--- config.mk ---
export PLATFORM = sky130hd
export DESIGN_NAME = ball_motion
export DESIGN_NICKNAME = d
export VERILOG_FILES = /design/src/rtl/ball_motion.sv
export SDC_FILE = /design/constraint.sdc
export NUM_CORES = 1
export LEC_CHECK = 0
export ABC_AREA = 1
export CORE_UTILIZATION = 25
export DETAILED_ROUTE_END_ITERATION = 8
export PLACE_DENSITY = 0.54
export RECOVER_POWER = 100
export SYNTH_ARGS = -nofsm -noshare
export SYNTH_HDL_FRONTEND = slang
export SYNTH_SLANG_ARGS = --single-unit
--- constraint.sdc ---
create_clock -name clk -period 3.2 [get_ports clk]
set_input_delay 0.48 -clock clk [delete_from_list [all_inputs] [get_ports clk]]
set_output_delay 0.48 -clock clk [all_outputs]
set_load 0.05 [all_outputs]
--- src/rtl/ball_motion.sv ---
// Per-frame motion engine for the bouncing-ball sprite.
// Advances X, height, velocity, direction and glow once per frame strobe.
module ball_motion #(
    parameter int unsigned RANGE_X     = 608,
    parameter int unsigned SPEED_X     = 9,
    parameter int unsigned INIT_VEL_Y  = 21,
    parameter int unsigned BOUNCE_BASE = 17,
    parameter int unsigned GLOW_RESET  = 10,
    parameter int unsigned GLOW_PULSE  = 200,
    parameter int unsigned GLOW_STEP   = 10,
    parameter int unsigned GLOW_MIN    = 15
) (
    input  logic        clk,
    input  logic        rst_n,
    input  logic        frame_tick,
    input  logic        pause,
    output logic [9:0]  o_px,
    output logic [9:0]  o_py,
    output logic        o_dx,
    output logic [10:0] o_glow,
    output logic [3:0]  o_t,
    output logic        o_bounce,
    output logic        o_edge
);

    localparam logic [9:0]  RX    = 10'(RANGE_X);
    localparam logic [12:0] XMAX  = 13'(RANGE_X * 4);
    localparam logic [12:0] SPDX  = 13'(SPEED_X);
    localparam logic [7:0]  VINIT = 8'(INIT_VEL_Y);
    localparam logic [7:0]  VBASE = 8'(BOUNCE_BASE);
    localparam logic [10:0] GRST  = 11'(GLOW_RESET);
    localparam logic [10:0] GPUL  = 11'(GLOW_PULSE);
    localparam logic [10:0] GSTP  = 11'(GLOW_STEP);
    localparam logic [10:0] GMIN  = 11'(GLOW_MIN);

    logic [11:0] pxm_q, pxm_d;
    logic [11:0] pym_q, pym_d;
    logic [7:0]  vel_q, vel_d;
    logic        dx_q, dx_d;
    logic [10:0] glow_q, glow_d;
    logic [3:0]  t_q, t_d;
    logic        bounce_q, bounce_d;
    logic        edge_q, edge_d;

    logic        upd;
    logic [9:0]  px;
    logic        hit_r;
    logic        hit_l;
    logic        dnext;
    logic [8:0]  vmag;
    logic        gb;
    logic [12:0] x_sum;
    logic [12:0] x_right;
    logic [11:0] x_left;

    assign upd   = frame_tick & ~pause;
    assign px    = pxm_q[11:2];
    assign hit_r = (px >= RX);
    assign hit_l = (px == 10'd0);
    assign dnext = hit_r ? 1'b0 : (hit_l ? 1'b1 : dx_q);

    // Magnitude of a negative velocity; 9 bits so -128 stays representable.
    assign vmag = 9'd0 - {vel_q[7], vel_q};
    assign gb   = vel_q[7] & ({3'd0, vmag} >= pym_q);

    assign x_sum   = {1'b0, pxm_q} + SPDX;
    assign x_right = (x_sum > XMAX) ? XMAX : x_sum;
    assign x_left  = ({1'b0, pxm_q} < SPDX) ? 12'd0
                                            : 12'(x_sum - SPDX - SPDX);

    always_comb begin
        pxm_d    = pxm_q;
        pym_d    = pym_q;
        vel_d    = vel_q;
        dx_d     = dx_q;
        glow_d   = glow_q;
        t_d      = t_q;
        bounce_d = 1'b0;
        edge_d   = 1'b0;
        if (upd) begin
            dx_d  = dnext;
            pxm_d = dnext ? x_right[11:0] : x_left;
            if (gb) begin
                pym_d = 12'd0;
                vel_d = VBASE + {5'd0, px[2:0]};
            end else begin
                pym_d = pym_q + {{4{vel_q[7]}}, vel_q};
                vel_d = vel_q - 8'd1;
            end
            if (gb | hit_r | hit_l) begin
                glow_d = GPUL;
            end else if (glow_q > GMIN) begin
                glow_d = glow_q - GSTP;
            end
            t_d      = t_q + 4'd1;
            bounce_d = gb;
            edge_d   = hit_r | hit_l;
        end
    end

    always_ff @(posedge clk) begin
        if (!rst_n) begin
            pxm_q    <= 12'd0;
            pym_q    <= 12'd0;
            vel_q    <= VINIT;
            dx_q     <= 1'b1;
            glow_q   <= GRST;
            t_q      <= 4'd0;
            bounce_q <= 1'b0;
            edge_q   <= 1'b0;
        end else begin
            pxm_q    <= pxm_d;
            pym_q    <= pym_d;
            vel_q    <= vel_d;
            dx_q     <= dx_d;
            glow_q   <= glow_d;
            t_q      <= t_d;
            bounce_q <= bounce_d;
            edge_q   <= edge_d;
        end
    end

    assign o_px     = px;
    assign o_py     = pym_q[9:0];
    assign o_dx     = dx_q;
    assign o_glow   = glow_q;
    assign o_t      = t_q;
    assign o_bounce = bounce_q;
    assign o_edge   = edge_q;

endmodule

# Yosys cells after proc, flatten, opt, wreduce, memory -nomap -nowiden
# Cells that the tools add are included.
# totals
reg_bits	50
inputBits	4
output_inout_bits	38
word_cells	41
# op_classes
addsub	9
magnitude_cmp	5
n_mux	9
n_bitwise	6
reduce_logical	4
# op_table
op	n
12-bit two-way mux	4
12-bit by 4-bit subtractor with 12-bit output (second input constant)	2
11-bit two-way mux	2
12-bit by 4-bit adder with 13-bit output (second input constant)	1
13-bit by 12-bit greater-than comparator with 1-bit output (second input constant)	1
12-bit adder	1
9-bit by 12-bit greater-or-equal comparator with 1-bit output	1
12-bit by 4-bit less-than comparator with 1-bit output (second input constant)	1
11-bit by 4-bit greater-than comparator with 1-bit output (second input constant)	1
11-bit by 4-bit subtractor with 11-bit output (second input constant)	1
10-bit greater-or-equal comparator (second input constant)	1
10-bit zero test	1
1-bit by 8-bit subtractor with 9-bit output (first input constant)	1
8-bit two-way mux	1
8-bit by 1-bit subtractor with 8-bit output (second input constant)	1
5-bit by 3-bit adder with 6-bit output (first input constant)	1
4-bit by 1-bit adder with 4-bit output (second input constant)	1
2-bit AND reduction	2
1-bit bitwise OR	3
1-bit bitwise AND	2
1-bit two-way mux	2
2-bit nonzero test	1
1-bit NOT	1

# Logic depth before layout (Yosys ltp)
# depth
word_depth	7
depth_mapped	17
depth_no_buf	17

# Least setup slack after synthesis
# No wires, ideal clock.
# synth_timing
kind	reg-to-reg
from	register vel_q[2]
to	register pym_q[0]
setup_ns	0.070
arrival_ns	2.274
required_time_ns	3.130
path_slack_ns	0.855
stages_incl_launch_ff	15
path_buffers	0
synth_period_minus_slack_ns	2.345
cell_sequence	dfxtp_1 nor2_1 nand4_1 nor3_1 xor2_1 inv_1 ha_1 a21oi_1 o21ai_0 nand2_1 nand4_1 nand2_2 nand2_2 or2_2 a21oi_1
# synth_between
elab_chain_len	4
# synth_lines
element	line_no	source
start: declaration	38	logic [7:0] vel_q, vel_d;
start signal: assignment	114	vel_q <= vel_d;
1-bit by 8-bit subtractor with 9-bit output	63	assign vmag = 9'd0 - {vel_q[7], vel_q};
9-bit by 12-bit greater-or-equal comparator with 1-bit output	64	assign gb = vel_q[7] & ({3'd0, vmag} >= pym_q);
1-bit bitwise AND	64	
12-bit two-way mux	83	if (gb) begin
end signal: assignment	113	pym_q <= pym_d;
end: declaration	37	logic [11:0] pym_q, pym_d;
# Every way passes these cells.
# A chain may end at the register's enable or synchronous reset.

# Worst setup path in the final report
# layout_timing
from	register vel_q[2]
to	register glow_q[4], in the netlist o_glow[4]
# layout_between
elab_chain_len	7
elab_cells_between_ends	8
cone_classes	add/sub (1); order compare (1); mux (1); bitwise (3); reduce/logical (2)
# layout_lines
element	line_no	source
1-bit by 8-bit subtractor with 9-bit output *	63	
9-bit by 12-bit greater-or-equal comparator with 1-bit output *	64	
1-bit bitwise AND *	64	
1-bit bitwise OR * (2 in series)	90	if (gb | hit_r | hit_l) begin
2-bit nonzero test (no source line)	n/a	
2-bit AND reduction (no source line)	n/a	
end signal: assignment	116	glow_q <= glow_d;
end: declaration	40	logic [10:0] glow_q, glow_d;
# Every way passes the cells marked *; elsewhere a longest branch is shown, timed or not.

==> results.cfg <==
[synthesis]
synth_top_cell_by_area = sky130_fd_sc_hd__dfxtp_1
synth-warning-count = 0
synth_flop_cell = sky130_fd_sc_hd__dfxtp_1
mappedNetlistArea_um2 = 4065
postSynthAreaPerCell_um2 = 6.621
synth_enable_flop_cells = 0
synth_cells = 614
post_synth_num_cell_types = 42
synth_fp_nets = 651
area_share_of_the_largest_cell_type_after_synthesis_pct = 24.13
synth_commonest_cells = 136 x sky130_fd_sc_hd__nand2_1, 79 x sky130_fd_sc_hd__inv_1, 58 x sky130_fd_sc_hd__nor2_1
synth-seq-area-share_pct = 24.13
synthMostInstantiatedCell = sky130_fd_sc_hd__nand2_1
ys_ff_latch = 49
yosys-top-cells-area = sky130_fd_sc_hd__dfxtp_1 24%, sky130_fd_sc_hd__nand2_1 13%, sky130_fd_sc_hd__ha_1 9.8%
ys_async_sr_fraction_pct = 0

[sta]
final_max_slew_viol_count = 0
fin_tns_setup_ps = 0
post_route_clock_period_utilization_pct = 84.70
finClkSkew_ps = 10.28
report.final.setup_viol = 0
finalCriticalPeriod_ps = 2710
hold_viol_final = 0
fmax_ghz = 0.3690
tightestPinTransition_ps = 952.6
timing.slew.headroom_pct = 36.50
grt_setup_unrepaired = no

[routing]
antenna_violating_nets_post_route = 0
wl_per_cell_um = 12.11
post-route-drc-count = 0
drtIter0Drc = 187
per_cell_via_count_in_the_routed_design = 4.360
wl_um = 10270
drt_pass1_iterations = 5
vias = 3697

[floorplanning]
fp.coreArea_um2 = 15890
floorplan.rows = 46
initial_utilization_pct = 25.59
die_w_um = 129.5
floorplan.io_pins = 42
area_of_the_die_um2 = 16770
die-height_um = 129.5

[critical_path]
r2r_start = vel_q[2]
critical_path.endpoint_type = register
critical_path_arrival_ps = 2940
worst-endpoint-required_ps = 3430
largest_fanout_on_the_critical_path = 7
rr_worst_depth = 16
worst_setup_path_start_kind = register
crit-reg2reg-capture = o_glow[4]
ff2ff_setup_slack_ps = 490
critical_path_type = register to register
worst_path_most_repeated_cell = sky130_fd_sc_hd__nand2_1
worstPathCellList = nor2_1 > nand4_1 > nor3_1 > xor2_1 > inv_1 > ha_1 > nand2_1 > o21ai_0 > nand2_1 > nand4_1 > nand2_1 > nand2_1 > nand2_2 > nand2_2 > nand2_1 > a21oi_1
cp-startpoint = vel_q[2]
cpMaxStageDelayCell = sky130_fd_sc_hd__dfxtp_1
max_stage_delay_ps = 380

[cts]
cts_buffers = 5
postCtsResizedCells = 0
htree_num_levels = 2
tritoncts = yes
cts-hold-fix-buffers = 0
post-cts-setup-buffers = 0
clock_latency_ps = 300
ctsRootBufferMaster = sky130_fd_sc_hd__clkbuf_16
cts_max_path_buffers = 2
path_clk_slew_ps = 80
clock_sinks = 49

[hold_path]
min_delay_worst_endpoint = pym_q[11]
worstHoldPathCells = 2
hp-class = register to register
worst_min_path_start = pym_q[11]

[place]
gpl.final_weighted_congestion = 0.8419
io_buffers = 40
post_detail_place_hpwl_um = 7786
dpl_cell_area_um2 = 4551

[finish]
area_growth_syn_to_layout_pct = 14.34
fin_nets = 668
multi_input_area_um2 = 2502
drive_above_1_share_pct = 7.753
filler_cells = 1782
layout.area.seq_um2 = 980.9
finish.instance_area_um2 = 4648
insertedDiodeCount = 0
post-route-util_pct = 29.26

[power_and_ir_drop]
power.static_leakage_nw = 2.135
vdd.ir_drop.worst_mv = 0.2143
power_density_nw_per_um2 = 381.7

[grt]
grt.overflow.total = 0
antenna_found_initial = 0
grt_pass1_vias = 3423
wire_length_of_the_first_global_routing_pass_um = 17130
track_usage_pct = 12.91
grt_start_max_net_pins = 33

[job]
drv.max_cap_violation_count = 0

[outcome]
run_status = finished, final reports clean
==> stage by stage <==
stage	std cells	setup WS (ps)	hold WS [ps]	power [W]
6_report	848	489.7	490.5	0.001774
5_1_grt	848	178.8	510.4	0.001887
4_1_cts	848	529.1	493.2	0.001814
3_5_place_dp	840	564.7	476.5	0.001232
3_3_place_gp	840	601.5	474.8	0.001235
2_1_floorplan	614	855.5	457.8	0.001113
==> cell usage in the layout (no fill, tap or decap), types with 6 or more instances in the layout <==
master and n:
sky130_fd_sc_hd__nand2_2 13, sky130_fd_sc_hd__nand2_1 141, sky130_fd_sc_hd__dlygate4sd3_1 38, sky130_fd_sc_hd__xor2_1 17, sky130_fd_sc_hd__nor2_1 60, sky130_fd_sc_hd__inv_1 79
sky130_fd_sc_hd__ha_1 32, sky130_fd_sc_hd__dfxtp_1 49, sky130_fd_sc_hd__nand3_1 47, sky130_fd_sc_hd__o21ai_0 22, sky130_fd_sc_hd__o211ai_1 6, sky130_fd_sc_hd__xnor2_1 6
sky130_fd_sc_hd__a21oi_1 48, sky130_fd_sc_hd__nand4_1 9
==> where the power goes <==
part / switching, W / internal, W / total (W) / leakage [nW]
Sequential: 0.0000473 / 0.000640 / 0.000687 / 0.399
Clock: 0.000262 / 0.000316 / 0.000578 / 0.0775
Combinational: 0.000342 / 0.000168 / 0.000509 / 1.66
==> worst max path at each step <==
stage	end	slack, ps	depth (start not counted)
2_1_floorplan	pym_q[0]	860	14
3_3_place_gp	pym_q[0]	600	14
3_5_place_dp	pym_q[4]	560	15
4_1_cts	pym_q[4]	530	15
5_1_grt	o_glow[8]	180	16
6_report	o_glow[4]	490	16
==> cells by family after synthesis <==
logic type / Yosys count / synth area share [%]
adders and majority gates: 33 / 10.34
other: 1 / 0.09225
AOI/OAI and AO/OA: 92 / 13.02
xor gates and xnor gates: 24 / 5.356
DFF: 49 / 24.13
and+or+nand+nor: 298 / 34.10
buffers and inverters: 117 / 12.96
==> critical path: cells and delay by family, from the launching register on <==
kind,cells,cell delay (ps)
AO/OA/AOI/OAI,2,290
XOR/XNOR,1,210
adder cells (fa/ha/maj),1,300
buffers and inverters,1,60
flip-flops,1,380
AND/OR/NAND/NOR,11,1380
==> registers in the layout, indices dropped and copies added (netlist names) <==
name	cells
o_bounce	1
o_dx	1
o_glow	10
pym_q	12
pxm_q	12
o_edge	1
o_t	4
vel_q	8
==> routing by layer <==
| layer | track usage (%) | part of all wire (%) | vias to the layer above |
|---|---|---|---|
| met5 | 0 | 0 | - |
| met4 | 3.420 | 1.4 | 0 |
| met3 | 2.106 | 4.5 | 8 |
| met2 | 19.45 | 41 | 83 |
| met1 | 18.88 | 53 | 1623 |
| li1 | - | - | 1983 |
==> cell type report <==
cell class,count,share of cell area (%)
clock inverters,2,0.3769
well taps,216,5.814
flip-flops and latches,49,21.10
inverters,83,6.703
multi-input cells,448,53.84
clock buffers,6,2.988
repair buffers,44,9.179
No activity file was read; power rests on OpenSTA's default activity.
==> variant: new RTL, same flow settings <==
Register the inputs `frame_tick` and `pause` before use, without a reset. The logic sees them one clock later.
--- a/src/rtl/ball_motion.sv
+++ b/src/rtl/ball_motion.sv
@@ -33,6 +33,14 @@
     localparam logic [10:0] GSTP  = 11'(GLOW_STEP);
     localparam logic [10:0] GMIN  = 11'(GLOW_MIN);
 
+    logic frame_tick_q;
+    logic pause_q;
+
+    always_ff @(posedge clk) begin
+        frame_tick_q <= frame_tick;
+        pause_q      <= pause;
+    end
+
     logic [11:0] pxm_q, pxm_d;
     logic [11:0] pym_q, pym_d;
     logic [7:0]  vel_q, vel_d;
@@ -53,7 +61,7 @@
     logic [12:0] x_right;
     logic [11:0] x_left;
 
-    assign upd   = frame_tick & ~pause;
+    assign upd   = frame_tick_q & ~pause_q;
     assign px    = pxm_q[11:2];
     assign hit_r = (px >= RX);
     assign hit_l = (px == 10'd0);
Formal check against the unedited RTL: not equivalent (Yosys sat finds a counterexample within 4 cycles, from zero or initial values and one cycle with rst_n low).
==> variant against the original RTL <==
Die area up 0.98%; sequential power rose by 3.9%; cell area rose by 0.86%; sequential share of layout area grew 0.67 points; count of clock-buffer cells in the layout unchanged; power increased by 3.2%; wire length up 2.0%; setup slack worse by 0.0035 ns; clock power grew 4.2%; area after synthesis up 0.98%; sequential cell count is 2 higher.
==> variant: results (changes against the original RTL) <==
Layout Area Growth over Synthesis: 14.2%
Routed Wire Length: 10.5 mm (+2.0%)
leakage power: 0.00215 µW (+0.79%)
sum of met3 wire segment lengths after detailed routing: 431 µm (-7.1%)
average wire length per cell after detail routing: 12.3 µm (+1.9%)
number of vias after detailed routing: 3774 (+2.1%)
number of search-and-repair iterations in the first detailed-routing pass: 4 (-1)
Hold EP: o_t[2]
most used standard cells in the synthesized netlist: sky130_fd_sc_hd__nand2_1 (136), sky130_fd_sc_hd__inv_1 (79), sky130_fd_sc_hd__nor2_1 (58)
top area cells in the synthesized netlist: sky130_fd_sc_hd__dfxtp_1 (25%), sky130_fd_sc_hd__nand2_1 (12%), sky130_fd_sc_hd__ha_1 (9.8%), sky130_fd_sc_hd__inv_1 (7.2%), sky130_fd_sc_hd__nand3_1 (5.7%)
Hold Worst Slack: 0.480 ns (-0.0109 ns)
met3 Usage GRT: 0.0262 (+0.00518)
total global-route track usage: 0.130 (+0.000985)
synthesized instance count: 616 (+0.33%)
routability cong.: 0.807 (-4.2%)
pre-CTS setup slack: 0.541 ns (-0.0241 ns)
Global Route met1 Usage: 0.181 (-0.00797)
IR drop worst, VDD: 0.194 mV (-9.5%)
global-route wire length before repair: 17.6 mm (+2.6%)
total met2 wirelength after detailed routing: 4.59 mm (+8.4%)
RR Endpoint: o_glow[5]
critical hold path startpoint: o_t[2]
cell area after placement: 4590 µm² (+0.88%)
number of filler instances in the final layout: 1786 (+0.22%)
Net Count, Synth: 653 (+0.31%)
status: completed
total number of nets in the final design: 670 (+0.30%)
Data arrival, critical path: 2.93 ns (about the same)
sequential fraction of the synthesis area: 0.249 (+0.00740)
==> variant: cell count changes after synthesis <==
cell / before / now
sky130_fd_sc_hd__dfxtp_1: 49 / 51
==> variant: worst max-delay path, cell delays in order, from the launching register on <==
cell and delay, ns:
sky130_fd_sc_hd__dfxtp_1 0.38, sky130_fd_sc_hd__nor2_1 0.14, sky130_fd_sc_hd__nand4_1 0.15, sky130_fd_sc_hd__nor3_1 0.20, sky130_fd_sc_hd__xor2_1 0.21, sky130_fd_sc_hd__inv_1 0.06, sky130_fd_sc_hd__ha_1 0.29, sky130_fd_sc_hd__nand2_1 0.07
sky130_fd_sc_hd__nor2_1 0.14, sky130_fd_sc_hd__nand3_1 0.09, sky130_fd_sc_hd__nand4_1 0.11, sky130_fd_sc_hd__nand2_1 0.14, sky130_fd_sc_hd__nand2_1 0.25, sky130_fd_sc_hd__nand2_2 0.07, sky130_fd_sc_hd__nand2_2 0.14, sky130_fd_sc_hd__nand2_1 0.07
sky130_fd_sc_hd__a21oi_1 0.11
==> variant: cells by family (layout without fill, tap and decap cells) <==
logic type / count (synthesis) / in the layout / share of synthesized area
adders and majority gates: 33 / 33 / 0.102
DFF: 51 / 51 / 0.249
xor gates and xnor gates: 24 / 24 / 0.0530
buffers and inverters: 117 / 134 / 0.128
AOI/OAI and AO/OA: 92 / 92 / 0.129
other: 1 / 1 / 0.000913
and+or+nand+nor: 298 / 298 / 0.338
==> variant: power breakdown <==
part	total (µW)	internal, µW	switching, µW
logic	513	168	345
registers	714	666	47.9
clock network	602	366	237
==> variant: area by class of cell <==
class / count / share of cell area
tap: 216 / 0.0576
inverter: 83 / 0.0665
clock buffer: 6 / 0.0275
sequential: 51 / 0.218
timing repair buffer: 44 / 0.0910
clock inverter: 1 / 0.00641
multi-input combinational: 448 / 0.533
